===== src/rtl/riscv_test_pkg.sv =====
// Shared types for the RISC-V test sequencer: FSM states and verdict codes.
// Latency: n/a (types and constants only).
// Backpressure: n/a.
package riscv_test_pkg;

  localparam int STATUS_W = 3;

  typedef enum logic [2:0] {
    ST_IDLE    = 3'd0,
    ST_DUT_RST = 3'd1,
    ST_LOAD    = 3'd2,
    ST_RELEASE = 3'd3,
    ST_RUN     = 3'd4,
    ST_REPORT  = 3'd5
  } seq_state_e;

  typedef enum logic [STATUS_W-1:0] {
    STATUS_NONE     = 3'd0,
    STATUS_PASS     = 3'd1,
    STATUS_FAIL     = 3'd2,
    STATUS_TIMEOUT  = 3'd3,
    STATUS_OVERFLOW = 3'd4
  } status_e;

endpackage


===== src/rtl/run_timer.sv =====
// Run-phase cycle timer: saturating counter with clear/enable and a limit compare.
// Latency: count updates the cycle after enable; expired is decoded from count and limit.
// Backpressure: none; deasserting enable freezes the count.
module run_timer #(
  parameter int TIMEOUT_W = 20
) (
  input  logic                 clk,
  input  logic                 reset,
  input  logic                 clear,
  input  logic                 enable,
  input  logic [TIMEOUT_W-1:0] limit,
  output logic [TIMEOUT_W-1:0] count,
  output logic                 expired
);

  // Count enabled cycles, holding at all-ones instead of wrapping back to zero.
  always_ff @(posedge clk) begin
    if (reset || clear) begin
      count <= '0;
    end else if (enable && (count != '1)) begin
      count <= count + 1'b1;
    end
  end

  // Expiry fires during the limit-th enabled cycle; a zero limit disables it.
  always_comb begin
    expired = (limit != '0) && (count == limit - 1'b1);
  end

endmodule


===== src/rtl/riscv_test_sequencer.sv =====
// Test sequencer: resets the simulation top, streams a program image into instruction
// memory, releases the core and latches a pass/fail/timeout/overflow verdict.
// Latency: accepted word drives the write port next cycle; full-rate load, no bubbles.
// Backpressure: prog_ready is high only in LOAD; prog_valid elsewhere is left pending.
module riscv_test_sequencer
  import riscv_test_pkg::*;
#(
  parameter int INST_MEM_ADDR_SIZE = 10,
  parameter int TIMEOUT_W          = 20,
  parameter int DUT_RST_CYCLES     = 4
) (
  input  logic                          clk,
  input  logic                          reset,
  input  logic                          start,
  input  logic [TIMEOUT_W-1:0]          timeout_limit,
  input  logic [31:0]                   prog_data,
  input  logic                          prog_valid,
  input  logic                          prog_last,
  output logic                          prog_ready,
  output logic                          dut_reset,
  output logic [31:0]                   inst,
  output logic [INST_MEM_ADDR_SIZE-1:0] inst_mem_offset,
  output logic                          programming_data_valid,
  output logic                          programming_done,
  input  logic                          result_valid,
  input  logic                          result_passed,
  output logic                          busy,
  output logic [STATUS_W-1:0]           status,
  output logic                          status_valid,
  output logic [TIMEOUT_W-1:0]          cycle_count,
  output logic [INST_MEM_ADDR_SIZE:0]   words_loaded
);

  localparam int RST_CNT_W = (DUT_RST_CYCLES > 1) ? $clog2(DUT_RST_CYCLES) : 1;
  localparam logic [RST_CNT_W-1:0] RST_LAST = RST_CNT_W'(DUT_RST_CYCLES - 1);
  // Index of the final memory slot; a non-last word accepted here overflows the image.
  localparam logic [INST_MEM_ADDR_SIZE:0] LAST_SLOT = {1'b0, {INST_MEM_ADDR_SIZE{1'b1}}};

  seq_state_e                    state_q, state_d;
  status_e                       status_q;
  logic [RST_CNT_W-1:0]          rst_cnt_q;
  logic [TIMEOUT_W-1:0]          limit_q;
  logic [31:0]                   inst_q;
  logic [INST_MEM_ADDR_SIZE-1:0] offset_q;
  logic                          pdv_q;
  logic                          done_q;
  logic [INST_MEM_ADDR_SIZE:0]   words_q;

  logic start_acc;
  logic word_acc;
  logic rst_done;
  logic last_slot;
  logic timer_expired;

  assign start_acc = start && ((state_q == ST_IDLE) || (state_q == ST_REPORT));
  assign word_acc  = prog_valid && (state_q == ST_LOAD);
  assign rst_done  = (rst_cnt_q == RST_LAST);
  assign last_slot = (words_q == LAST_SLOT);

  run_timer #(
    .TIMEOUT_W (TIMEOUT_W)
  ) u_run_timer (
    .clk     (clk),
    .reset   (reset),
    .clear   (start_acc),
    .enable  (state_q == ST_RUN),
    .limit   (limit_q),
    .count   (cycle_count),
    .expired (timer_expired)
  );

  // State register.
  always_ff @(posedge clk) begin
    if (reset) begin
      state_q <= ST_IDLE;
    end else begin
      state_q <= state_d;
    end
  end

  // Next-state logic; a result arriving on the timeout cycle takes precedence.
  always_comb begin
    state_d = state_q;
    case (state_q)
      ST_IDLE, ST_REPORT: if (start) state_d = ST_DUT_RST;
      ST_DUT_RST:         if (rst_done) state_d = ST_LOAD;
      ST_LOAD: begin
        if (word_acc) begin
          if (prog_last)      state_d = ST_RELEASE;
          else if (last_slot) state_d = ST_REPORT;
        end
      end
      ST_RELEASE:         state_d = ST_RUN;
      ST_RUN:             if (result_valid || timer_expired) state_d = ST_REPORT;
      default:            state_d = ST_IDLE;
    endcase
  end

  // State-decoded outputs.
  always_comb begin
    prog_ready   = (state_q == ST_LOAD);
    dut_reset    = (state_q == ST_DUT_RST);
    busy         = (state_q != ST_IDLE) && (state_q != ST_REPORT);
    status_valid = (state_q == ST_REPORT);
  end

  // Datapath: run setup, reset hold counter, write port, release pulse and verdict.
  always_ff @(posedge clk) begin
    if (reset) begin
      status_q  <= STATUS_NONE;
      rst_cnt_q <= '0;
      limit_q   <= '0;
      inst_q    <= '0;
      offset_q  <= '0;
      pdv_q     <= 1'b0;
      done_q    <= 1'b0;
      words_q   <= '0;
    end else begin
      pdv_q  <= 1'b0;
      done_q <= 1'b0;
      if (start_acc) begin
        status_q  <= STATUS_NONE;
        rst_cnt_q <= '0;
        limit_q   <= timeout_limit;
        words_q   <= '0;
      end
      if ((state_q == ST_DUT_RST) && !rst_done) begin
        rst_cnt_q <= rst_cnt_q + 1'b1;
      end
      if (word_acc) begin
        inst_q   <= prog_data;
        offset_q <= words_q[INST_MEM_ADDR_SIZE-1:0];
        pdv_q    <= 1'b1;
        words_q  <= words_q + 1'b1;
        if (!prog_last && last_slot) status_q <= STATUS_OVERFLOW;
      end
      // Release follows the final write strobe, so the pulse never overlaps it.
      if (state_q == ST_RELEASE) begin
        done_q <= 1'b1;
      end
      if (state_q == ST_RUN) begin
        if (result_valid)       status_q <= result_passed ? STATUS_PASS : STATUS_FAIL;
        else if (timer_expired) status_q <= STATUS_TIMEOUT;
      end
    end
  end

  assign inst                   = inst_q;
  assign inst_mem_offset        = offset_q;
  assign programming_data_valid = pdv_q;
  assign programming_done       = done_q;
  assign status                 = status_q;
  assign words_loaded           = words_q;

endmodule


===== config.mk =====
export PLATFORM = sky130hd
export DESIGN_NAME = riscv_test_sequencer
export DESIGN_NICKNAME = d
export VERILOG_FILES = /design/src/rtl/riscv_test_pkg.sv /design/src/rtl/run_timer.sv /design/src/rtl/riscv_test_sequencer.sv
export SDC_FILE = /design/constraint.sdc
export NUM_CORES = 1
export LEC_CHECK = 0
export BUFFER_PORTS_ARGS = -buffer_cell sky130_fd_sc_hd__buf_2
export CAP_MARGIN = 20
export CORE_UTILIZATION = 25
export CTS_BUF_LIST = sky130_fd_sc_hd__clkbuf_2 sky130_fd_sc_hd__clkbuf_4 sky130_fd_sc_hd__clkbuf_8
export CTS_CLUSTER_DIAMETER = 60
export DETAILED_ROUTE_END_ITERATION = 12
export SYNTH_ARGS = -nofsm -noshare
export SYNTH_HDL_FRONTEND = slang
export SYNTH_SLANG_ARGS = --single-unit

===== constraint.sdc =====
create_clock -name clk -period 5.5 [get_ports clk]
set_clock_uncertainty 0.05 [all_clocks]
set_input_delay 0.55 -clock clk [delete_from_list [all_inputs] [get_ports clk]]
set_output_delay 0.55 -clock clk [all_outputs]
set_load 0.01 [all_outputs]

==> results.rst <==
.. list-table::
   :header-rows: 1

   * - Metric
     - Value
   * - WHS Path Cells
     - 3
   * - Global-route wire length before repair
     - 22.0 mm
   * - Finished Core Util
     - 31.5%
   * - VDD IR max
     - 0.161 mV
   * - Element type at the critical path end
     - flop
   * - Post-detail-place hpwl
     - 9.81 mm
   * - CTS HTree Levels
     - 3
   * - Global-route usage over all layers
     - 14.0%
   * - Initial Util
     - 25.6%
   * - Vias post-DR
     - 4649
   * - Setup TNS
     - 0 ns
   * - Die Height
     - 141 um
   * - Die Area
     - 19900 um2
   * - Slew HR
     - 30.2%
   * - TritonCTS clock tree
     - yes
   * - Maximum number of pins on one net before global-route repair
     - 56
   * - Register-to-register path setup slack
     - 2.24 ns
   * - Final RePlAce weighted congestion
     - 0.830
   * - Clock latency reported for the late side of the worst-skew pair
     - 0.39 ns
   * - Flip-flop cell with the highest count after synthesis
     - sky130_fd_sc_hd__dfxtp_1
   * - CTS root buffer
     - sky130_fd_sc_hd__clkbuf_8
   * - Classification of the worst setup path
     - reg -> reg
   * - Static power due to leakage
     - 2.41 nW
   * - Fraction of registers with async set/reset
     - 0%
   * - Post-Syn Area
     - 4830 um2
   * - Clock period minus worst slack
     - 3.26 ns
   * - Ratio of final minimum period to clock period
     - 59.2%
   * - Yosys warning count
     - 0
   * - Clock transition time at the flip-flop clock pins of the worst setup and hold paths
     - 0.11 ns
   * - I/O Pins
     - 141
   * - Signed area change from the synthesized netlist to the final layout
     - 22.7%
   * - Register bit count reported by yosys
     - 103
   * - Required time at the worst-slack endpoint
     - 5.74 ns
   * - Number of distinct library cells after synthesis
     - 56
   * - Total power divided by cell area
     - 341 nW/um2
   * - Reg2Reg Launch Point
     - limit_q[0]$_SDFFE_PP0P_
   * - Count of port buffers added during placement
     - 140
   * - Max-Cap Viols
     - 0
   * - Max-slew violations
     - 0
   * - Drt wl/cell
     - 13.6 um
   * - Vias in the first global route
     - 4312
   * - Proportion of layout cells with a drive suffix above 1
     - 23.1%
   * - Worst Hold Class
     - in -> reg
   * - Quantity of hold-fixing buffers added after cts
     - 0
   * - Synthesized instance count
     - 618
   * - Hold path endpoint
     - inst[2]$_SDFFE_PP0P_
   * - DR pass1 iterations
     - 4
   * - Setup repair after global routing missed its margin
     - no
   * - Number of rows in the core area
     - 50
   * - Overall die width
     - 141 um
   * - CP Data Arrival Time
     - 3.49 ns
   * - Post-Synthesis Net Count
     - 682
   * - DRC marker count from the first detailed-route iteration
     - 232
   * - Maximum fanout count along the critical path
     - 9
   * - Final antenna diode count
     - 0
   * - Count of flip-flops with a built-in enable after synthesis
     - 0
   * - First element of the critical path
     - limit_q[0]$_SDFFE_PP0P_
   * - Number of buffers on the longest clock path
     - 2
   * - Residual overflow from global routing
     - 0
   * - Post-route ant nets
     - 0
   * - Sequential area share after synthesis
     - 42.7%
   * - Tightest Pin Transition
     - 1.05 ns
   * - Number of buffers created by CTS
     - 9
   * - Number of cells on the worst reg-to-reg path
     - 10
   * - # DRC
     - 0
   * - CP startpoint kind
     - flop
   * - Core area
     - 18800 um2
   * - Post-CTS setup repair buffer count
     - 0
   * - Endpoint of the worst register-to-register path
     - state_q[1]$_SDFFE_PP0P_
   * - Synthesized area per cell
     - 7.81 um2
   * - Hold path start
     - prog_data[2]
   * - Post-CTS sizing
     - 0
   * - Number of sinks driven by the clock tree
     - 103
   * - Number of antenna violations at the first check in global routing
     - 1
   * - Final hold violation count
     - 0
   * - Status
     - finished, final reports clean
   * - Post-layout net count
     - 800
   * - Number of setup violations in the final report
     - 0
   * - Wirelength, routed
     - 13.6 mm
   * - Max frequency
     - 0.307 GHz
   * - Vias per cell
     - 4.64
==> state kept, by name (all words and copies together) (netlist names) <==
| signal | flops |
|---|---|
| state_q | 3 |
| limit_q | 20 |
| programming_data_valid | 1 |
| rst_cnt_q | 2 |
| inst | 32 |
| programming_done | 1 |
| words_loaded | 11 |
| inst_mem_offset | 10 |
| status | 3 |
| u_run_timer.count | 20 |
==> per-stage QoR <==
step	hold slack (ns)	std cells	instance area [um2]	total power [W]	worst slack, ns
2_1_floorplan	0.411	618	4830	0.00138	2.61
3_3_place_gp	0.389	985	5730	0.00156	2.35
3_5_place_dp	0.393	985	5730	0.00156	2.29
4_1_cts	0.293	1001	5920	0.00206	2.25
5_1_grt	0.306	1001	5920	0.00217	2.03
6_report	0.329	1001	5920	0.00202	2.24
==> synthesized netlist by cell type, types with 6 or more instances <==
cell type / number / area (um2)
sky130_fd_sc_hd__xor2_1: 21 / 184
sky130_fd_sc_hd__xnor2_1: 14 / 123
sky130_fd_sc_hd__nor3_1: 11 / 55.1
sky130_fd_sc_hd__nor2_1: 52 / 195
sky130_fd_sc_hd__and3_1: 7 / 43.8
sky130_fd_sc_hd__a311oi_1: 6 / 52.6
sky130_fd_sc_hd__or3_1: 8 / 50.1
sky130_fd_sc_hd__nand3_1: 18 / 90.1
sky130_fd_sc_hd__inv_1: 8 / 30.0
sky130_fd_sc_hd__o21ai_0: 16 / 80.1
sky130_fd_sc_hd__a21oi_1: 77 / 385
sky130_fd_sc_hd__clkbuf_1: 33 / 124
sky130_fd_sc_hd__dfxtp_1: 103 / 2060
sky130_fd_sc_hd__nand4_1: 9 / 56.3
sky130_fd_sc_hd__a31oi_1: 6 / 37.5
sky130_fd_sc_hd__nand2_1: 153 / 574
==> worst max-delay path by stage <==
stage                                    to  slack [ns]  cells past startpoint
finish              state_q[1]$_SDFFE_PP0P_        2.24                     10
floorplan           state_q[1]$_SDFFE_PP0P_        2.61                     11
CTS                 state_q[1]$_SDFFE_PP0P_        2.25                     10
global route        state_q[1]$_SDFFE_PP0P_        2.03                     10
detailed placement  state_q[1]$_SDFFE_PP0P_        2.29                     10
global placement    state_q[1]$_SDFFE_PP0P_        2.35                     10
==> routing by layer <==
layer	GRT usage, %	wire length [um]
met2	21.9	6110
met5	0	13
met3	5.20	1110
met1	17.9	6270
met4	3.95	134
==> cell usage in the layout (no fill, tap or decap), drive strengths merged, types with 10 or more instances in the layout <==
master	n
xor2	21
nor2	52
a21oi	77
buf	143
clkbuf	10
o21ai	16
nand2	153
nor3	12
inv	13
xnor2	14
nand3	18
dfxtp	103
==> power by group <==
part	internal (W)	switching, W
registers	0.000810	0.0000721
logic	0.000256	0.000408
clock network	0.000185	0.000292
total	0.00125	0.000771
==> cells by family after synthesis <==
family	Yosys count	share of synthesized area, %
and+or+nand+nor	287	27.1
AOI/OAI and AO/OA	135	17.0
DFF	103	42.7
buffers and inverters	46	3.71
xor gates and xnor gates	36	6.82
muxes	6	1.35
adders and majority gates	5	1.30
==> critical path, stage by stage, from the launching register on <==
cell	delay [ns]
sky130_fd_sc_hd__dfxtp_1	0.39
sky130_fd_sc_hd__inv_1	0.11
sky130_fd_sc_hd__ha_1	0.31
sky130_fd_sc_hd__nor4b_1	0.35
sky130_fd_sc_hd__nand4_1	0.21
sky130_fd_sc_hd__or4b_1	0.51
sky130_fd_sc_hd__o211ai_1	0.11
sky130_fd_sc_hd__o21ai_0	0.13
sky130_fd_sc_hd__o41ai_2	0.48
sky130_fd_sc_hd__o211ai_1	0.18
sky130_fd_sc_hd__mux2_4	0.33
==> final cells by class <==
type | count | area [um2]
Clock inverter | 6 | 51.3
Multi-Input combinational cell | 469 | 2590
Inverter | 10 | 37.5
Fill cell | 2052 | 12900
Tap cell | 260 | 325
Timing Repair Buffer | 143 | 723
Sequential cell | 103 | 2060
Clock buffer | 10 | 138
No activity file was read; power rests on OpenSTA's default activity.
